[config.mk]
export PLATFORM = sky130hd
export DESIGN_NAME = fifo_rr_arbiter
export DESIGN_NICKNAME = d
export VERILOG_FILES = /design/src/rtl/fifo_rr_arbiter.sv
export SDC_FILE = /design/constraint.sdc
export NUM_CORES = 1
export LEC_CHECK = 0
export ABC_AREA = 1
export CAP_MARGIN = 0
export CORE_UTILIZATION = 34
export CTS_BUF_LIST = sky130_fd_sc_hd__clkbuf_8
export DETAILED_ROUTE_END_ITERATION = 6
export PLACE_DENSITY = 0.8
export RECOVER_POWER = 50
export SLEW_MARGIN = 25
export SYNTH_ARGS = -nofsm -noshare
export SYNTH_HDL_FRONTEND = slang
export SYNTH_SLANG_ARGS = --single-unit
[constraint.sdc]
create_clock -name clk_i -period 3.3 [get_ports clk_i]
set_input_delay 0.825 -clock clk_i [delete_from_list [all_inputs] [get_ports clk_i]]
set_output_delay 0.825 -clock clk_i [all_outputs]
set_load 0.01 [all_outputs]
[src/rtl/fifo_rr_arbiter.sv]
// Round-robin write-side arbiter in front of a shared bus FIFO.
// Grants one requester per cycle, supports bounded bursts, and tracks FIFO occupancy.
module fifo_rr_arbiter #(
    parameter int unsigned N_REQ     = 4,
    parameter int unsigned WIDTH     = 32,
    parameter int unsigned CAP       = 15,
    parameter int unsigned MAX_BURST = 4
) (
    input  logic                      clk_i,
    input  logic                      rst_i,
    input  logic [N_REQ-1:0]          req_i,
    input  logic [N_REQ*WIDTH-1:0]    req_data_i,
    output logic [N_REQ-1:0]          gnt_o,
    output logic [WIDTH-1:0]          fifo_data_o,
    output logic                      fifo_enq_o,
    input  logic                      fifo_deq_i,
    output logic [$clog2(CAP+1)-1:0]  count_o,
    output logic                      full_o,
    output logic                      busy_o
);

    localparam int unsigned IW = $clog2(N_REQ);
    localparam int unsigned CW = $clog2(CAP + 1);
    localparam int unsigned BW = $clog2(MAX_BURST + 1);

    typedef enum logic {IDLE, BURST} state_t;

    state_t          state_q, state_d;
    logic [IW-1:0]   owner_q, owner_d;
    logic [IW-1:0]   rr_ptr_q, rr_ptr_d;
    logic [BW-1:0]   beats_q, beats_d;
    logic [CW-1:0]   count_q, count_d;
    logic            full_q;

    logic            space;
    logic            pick_vld;
    logic [IW-1:0]   pick_idx;
    logic [IW-1:0]   cand;
    logic            grant_vld;
    logic [IW-1:0]   grant_idx;
    logic            deq_eff;

    // Next-state and grant decision
    always_comb begin
        state_d   = state_q;
        owner_d   = owner_q;
        rr_ptr_d  = rr_ptr_q;
        beats_d   = beats_q;
        grant_vld = 1'b0;
        grant_idx = owner_q;
        pick_vld  = 1'b0;
        pick_idx  = '0;
        cand      = '0;
        space     = (count_q < CW'(CAP));

        // Descending scan so the requester closest to rr_ptr wins
        for (int k = N_REQ - 1; k >= 0; k--) begin
            cand = IW'((32'(rr_ptr_q) + 32'(k)) % 32'(N_REQ));
            if (req_i[cand]) begin
                pick_vld = 1'b1;
                pick_idx = cand;
            end
        end

        case (state_q)
            IDLE: begin
                if (space && pick_vld) begin
                    grant_vld = 1'b1;
                    grant_idx = pick_idx;
                    owner_d   = pick_idx;
                    beats_d   = BW'(1);
                    if (MAX_BURST > 1) begin
                        state_d = BURST;
                    end else begin
                        rr_ptr_d = IW'((32'(pick_idx) + 32'd1) % 32'(N_REQ));
                    end
                end
            end
            BURST: begin
                if (req_i[owner_q]) begin
                    if (space) begin
                        grant_vld = 1'b1;
                        beats_d   = beats_q + BW'(1);
                        if (beats_q + BW'(1) == BW'(MAX_BURST)) begin
                            state_d  = IDLE;
                            rr_ptr_d = IW'((32'(owner_q) + 32'd1) % 32'(N_REQ));
                        end
                    end
                end else begin
                    state_d  = IDLE;
                    rr_ptr_d = IW'((32'(owner_q) + 32'd1) % 32'(N_REQ));
                end
            end
            default: state_d = IDLE;
        endcase

        if (rst_i) begin
            grant_vld = 1'b0;
        end
    end

    // Occupancy tracking; a deq on an empty FIFO is ignored
    always_comb begin
        deq_eff = fifo_deq_i && (count_q != '0);
        case ({grant_vld, deq_eff})
            2'b10:   count_d = count_q + CW'(1);
            2'b01:   count_d = count_q - CW'(1);
            default: count_d = count_q;
        endcase
    end

    always_ff @(posedge clk_i) begin
        if (rst_i) begin
            state_q  <= IDLE;
            owner_q  <= '0;
            rr_ptr_q <= '0;
            beats_q  <= '0;
            count_q  <= '0;
            full_q   <= 1'b0;
        end else begin
            state_q  <= state_d;
            owner_q  <= owner_d;
            rr_ptr_q <= rr_ptr_d;
            beats_q  <= beats_d;
            count_q  <= count_d;
            full_q   <= (count_d == CW'(CAP));
        end
    end

    assign gnt_o       = grant_vld ? (N_REQ'(1) << grant_idx) : '0;
    assign fifo_enq_o  = grant_vld;
    assign fifo_data_o = grant_vld ? req_data_i[32'(grant_idx)*WIDTH +: WIDTH] : '0;
    assign count_o     = count_q;
    assign full_o      = full_q;
    assign busy_o      = (state_q == BURST);

endmodule
# Word level (Yosys, flattened, before mapping)

Index checks and enable logic that the tools add are counted.

Word-level logic and storage cells: 76
Bits in registers: 13
Bits in latches: 0
RAM bits: 0
Memory bits (read-only): 0
Output and inout bits: 43
Memories kept: 0

Reduce and logical (&&, ||, !) cells: 5
Bitwise operators: 1
$lt $le $gt $ge: 6
Shift-type cells: 2
Div/mod/pow operators: 0
Equality and inequality tests: 9
Mux-type cells: 40
Multipliers: 0
$add $sub $neg: 7

Operators by type and width:

| operator                                              | count |
|---|---|
| variable part select 128 x 8 -> 32 bit                | 1 |
| 2-to-1 mux 32 bit                                     | 1 |
| 2-to-1 mux 2 bit                                      | 10 |
| 2-to-1 mux 1 bit                                      | 16 |
| < comparator 2 x 3 -> 1 bit, second input constant    | 5 |
| binary-select mux 1 bit (select 2 bit)                | 5 |
| 2-to-1 mux 3 bit                                      | 3 |
| one-hot mux 4 bit (2 select lines)                    | 1 |
| one-hot mux 3 bit (2 select lines)                    | 1 |
| AND reduction 3 bit                                   | 2 |
| adder 2 x 1 -> 2 bit, second input constant           | 2 |
| adder 2 bit, second input constant                    | 2 |
| adder 4 x 1 -> 4 bit, second input constant           | 1 |
| == test 4 bit, second input constant                  | 1 |
| < comparator 4 bit, second input constant             | 1 |
| 2-to-1 mux 4 bit                                      | 1 |
| inequality test 2 x 1 -> 1 bit, second input constant | 2 |
| one-hot mux 1 bit (2 select lines)                    | 2 |
| nonzero test 4 bit                                    | 1 |
| << shifter 1 x 2 -> 4 bit, first input constant       | 1 |
| subtractor 4 x 1 -> 4 bit, second input constant      | 1 |
| adder 3 x 1 -> 3 bit, second input constant           | 1 |
| == test 3 bit, second input constant                  | 1 |
| inequality test 3 x 2 -> 1 bit, second input constant | 1 |
| 6 further kinds                                       | 7 |

# Depth between registers and ports, before layout

Depth after elaboration: 14
Mapped depth: 23

# Worst setup path after synthesis

Ideal clock, no wire load.

Kind: in2reg
From: in req_i[1]
To: reg full_q, in the netlist full_o
Stages: 19
Data required time: 3208 ps
Arrival time: 3243 ps
Path slack: -35 ps
Path through: inv_1 > nand2_1 > and2_4 > nor2_1 > nand2_4 > nand2_4 > nand2_2 > inv_1 > nor2_2 > inv_2 > buf_2 > ha_1 > xor2_1 > ha_1 > a21oi_1 > xor2_1 > o21ai_0 > nand2_1 > nor4_1

Longest elaborated chain between the ends: 13

Ends and longest elaborated chain:

| what                                                    | line | RTL |
|---|---|---|
| start, declared                                         | 11   | `input logic [N_REQ-1:0] req_i,` |
| binary-select mux 1 bit (select 2 bit)                  | 59   | `if (req_i[cand]) begin` |
| 2-to-1 mux 1 bit (not written as such)                  | 59   |  |
| 2-to-1 mux 1 bit (4 in a row)                           | 59   |  |
| logical AND 1 bit                                       | 67   | `if (space && pick_vld) begin` |
| 2-to-1 mux 1 bit                                        | 67   |  |
| one-hot mux 1 bit (2 select lines) *                    | 65   | `case (state_q)` |
| 2-to-1 mux 1 bit *                                      | 97   | `if (rst_i) begin` |
| net fifo_enq_o                                          | 15   | `output logic fifo_enq_o,` |
| == test 2 x 1 -> 1 bit or == test 2 bit (tied branches) | 105  | `case ({grant_vld, deq_eff})` |
| one-hot mux 4 bit (2 select lines) *                    | 105  |  |
| == test 4 bit *                                         | 126  | `full_q <= (count_d == CW'(CAP));` |
| end signal, assigned                                    | 126  |  |
| end, declared                                           | 33   | `logic full_q;` |

The timed path passes the listed nets; every way through them passes the cells marked *. The select of a mux whose other input is x is not followed.
A chain may end at the register's enable or synchronous reset.

# Worst setup path in the final report

From: in req_i[1]
To: reg full_q, in the netlist full_o

Longest elaborated chain between the ends: 13

Ends and longest elaborated chain:

| what                                                    | line |
|---|---|
| binary-select mux 1 bit (select 2 bit)                  | 59 |
| 2-to-1 mux 1 bit (not written as such)                  | 59 |
| 2-to-1 mux 1 bit (4 in a row)                           | 59 |
| logical AND 1 bit                                       | 67 |
| 2-to-1 mux 1 bit                                        | 67 |
| one-hot mux 1 bit (2 select lines) *                    | 65 |
| 2-to-1 mux 1 bit *                                      | 97 |
| == test 2 x 1 -> 1 bit or == test 2 bit (tied branches) | 105 |
| one-hot mux 4 bit (2 select lines) *                    | 105 |
| == test 4 bit *                                         | 126 |

Mark *: on every way between the ends. The rest lies on a longest branch, timed or not. The select of a mux whose other input is x is not followed.

==> impl_results.md <==
- Clock buffer depth: 2
- Final HPWL DP: 7869 um
- Post-DP Area: 4706 um^2
- Cts bufs inserted: 3
- Rows: 32
- Status: finished, violations left
- Clock sink count: 13
- Final GP Congestion: roughly 0.89
- Synth-to-layout area growth: 110.2%
- Final setup margin: -0.1857 ns
- CTS tree: done
- Min Tclk post-route: ~3.5 ns
- Peak supply drop: 0.0004172 V
- Crit share post-route: 105.6%
- Vias per cell: ~5.2
- Total grt overflow: 0
- All-Layer GR Usage: between 20% and 30%
- Synth warn: 0
- Startpoint types: input pin
- Endpoints failing hold: 0
- Fmax: 286.9 MHz
- Synthesized area per cell: about 5.8 um^2
- Largest net degree at the start of global routing: 24
- Crit path buf inv count: 9
- Initial antenna violation count: 0
- Post-DRT Antenna Nets: 0
- DRT Pass-1 Iters: 4
- PortBufs: 177
- Worst-Skew Late Latency: about 0.25 ns
- Unrepaired setup endpoints after global routing: true
- Layout Cell Area excl Fill: 5697 um^2
- Post-Synthesis Cells: 464
- Worst reg2reg setup slack: -0.04 ns
- Unique cell type count in the Yosys netlist: 34
- Setup WS pre-CTS: -0.9049 ns
- DRC viols: 0
- Core footprint: 7727 um^2
- # Max-Cap Violations: 0
- Clock transition at path regs: 0.06 ns
- Max Slew Vio Count: 0
- CP required: 3.42 ns
- Clk_skew: between 0.002 and 0.003 ns
- Share of layout cells above drive strength 1: between 40% and 50%
- DR vias: 4081
- Drt first-iter violations: ~110
- Worst Path Arrival: 3.61 ns
- Clock Tree Root: clkbuf_8
- Num ports: 178
- Max stage delay cell, worst path: xor2_1
- Cell Chain, Critical Path: buf_8 -> inv_4 -> buf_4 -> a21oi_1 -> o21ai_0 -> a21oi_1 -> nand2_1 -> nand2_2 -> inv_2 -> nor2_4 -> clkinv_4 -> buf_8 -> buf_4 -> ha_4 -> buf_4 -> nand2_1 -> inv_1 -> o21ai_1 -> nand2_1 -> a21oi_1 -> o21ai_1 -> xor2_1 -> nor4_2
- Vias in the first global route: 3823
- Die area: 8332 um^2
- Final setup viols: 38
- Crit-path max FO: 5
- Die width: between 90 and 100 um
- Crit path kind: in -> reg
- Nets@finish: 831
- Synth Register Bits: 13
- First-pass GRT wire length: 17930 um
- Seq/Total Area, Yosys: 9.603%
- Die Y-Extent: 91.28 um
- Slew HR: 66.49%
- Starting Density: about a third
- CP top delay family: buffers and inverters
- Routed len/inst: 15.87 um
- Total number of H-tree levels: 1
- Diode count: 0
- Mapped Area: 2710 um^2
- PD cells: 811.4 nW/um^2
- Failing checks: negative setup slack
- HP Class: reg -> reg
- P_leak: ~2.8 nW
- Endpoint type of the worst setup path: flip-flop
- Critical path's largest stage delay: between 0.2 and 0.3 ns
- Synth Net Count: 604
- Total routed wirelength: 12570 um
- Worst Tran Pin Value: 0.4981 ns
[placed cells by master, fill, tap and decap left out, drive strengths merged]
cell	netlist	final
dlygate4sd2	0	1
o211a	1	1
clkbuf	1	7
inv	18	19
dfxtp	13	13
buf	31	113
a31oi	1	1
nand2	240	240
nand4	1	1
nand3	68	68
a211oi	1	1
a21oi	42	42
nor3	5	5
xnor2	1	1
xor2	5	5
clkdlybuf4s50	0	136
ha	5	5
a21boi	1	1
and2	1	1
clkinv	1	1
nor2	12	12
nor4	1	1
o21ai	15	15
[where the power goes]
group	internal [W]	switching, W	total (W)	leakage [nW]
Combinational	0.00207	0.00216	0.00423	2.63
Clock	0.0000824	0.0000601	0.000142	0.0269
Sequential	0.000207	0.0000451	0.000252	0.107
[cells in the mapped netlist (all sizes together)]
master	instances	share of area [%]
a21boi	1	0.28
xnor2	1	0.32
nor3	5	0.92
nand4	1	0.23
dfxtp	13	9.6
buf	31	10
nor2	12	2.3
nor4	1	0.23
clkinv	1	0.18
ha	5	2.3
and2	1	0.32
nand2	240	35
o21ai	15	2.9
a31oi	1	0.23
xor2	5	1.6
nand3	68	18
a211oi	1	0.28
clkbuf	1	0.14
a21oi	42	12
o211a	1	0.37
inv	18	2.7
[through the flow]
stage | std cells | utilization, % | hold WS, ns | total power, W | TNS (ns)
2_1_floorplan | 464 | - | 0.4568 | 0.002172 | 0
3_3_place_gp | 746 | 60.90 | 0.4729 | 0.003090 | -30.77
3_5_place_dp | 746 | 60.90 | 0.4806 | 0.003163 | -32.84
4_1_cts | 777 | 67.29 | 0.4925 | 0.004053 | -1.542
5_1_grt | 792 | 73.72 | 0.5115 | 0.004926 | -7.171
6_report | 792 | 73.72 | 0.4919 | 0.004622 | -2.621
[metal layers]
| layer | track usage (%) | vias to the layer above | routed length [um] |
|---|---|---|---|
| met5 | 0 | - | 0 |
| met4 | 10.32 | 0 | 456 |
| met3 | 2.680 | 36 | 715 |
| met2 | 50.38 | 182 | 6708 |
| met1 | 30.06 | 1913 | 4687 |
| li1 | - | 1950 | - |
[layout make-up]
| class | instances | area, um^2 |
|---|---|---|
| multi-input combinational | 400 | 2514 |
| fill | 605 | 2031 |
| clock inverter | 1 | 3.754 |
| tap | 102 | 127.6 |
| clock buffer | 3 | 41.29 |
| inverter | 19 | 88.84 |
| timing repair buffer | 254 | 2661 |
| sequential | 13 | 260.3 |
[kinds of logic (layout without fill, tap and decap cells)]
group	after synthesis	after routing	synth area share (%)
and+or+nand+nor	328	328	57.29
AOI/OAI and AO/OA	61	61	15.70
buffers and inverters	51	277	13.16
DFF	13	13	9.603
xor gates and xnor gates	6	6	1.939
adders and majority gates	5	5	2.308
[state kept, by name, summed over array words and instances, names as in the netlist]
name and count:
beats_q 3, busy_o 1, count_o 4, full_o 1
owner_q 2, rr_ptr_q 2
[path summary, 6_finish.rpt]
path | start | end | cells past startpoint
setup reg to reg | rr_ptr_q[0]$_SDFFE_PP0P_ | full_o$_SDFF_PP0_ | 26
hold reg to reg | beats_q[0]$_SDFFE_PP0P_ | beats_q[0]$_SDFFE_PP0P_ | 1
setup / recovery | req_i[1] | full_o$_SDFF_PP0_ | 23
hold / removal | beats_q[0]$_SDFFE_PP0P_ | beats_q[0]$_SDFFE_PP0P_ | 1
[what timing repair did]
action	4_1_cts	5_1_grt
endpoints found under the setup margin	41	40
gates cloned	9	4
buffers inserted	18	15
endpoints found under the hold margin	0	0
hold buffers	0	0
pin swaps	41	62
gates resized for setup	232	103
No activity file was read; power rests on OpenSTA's default activity.
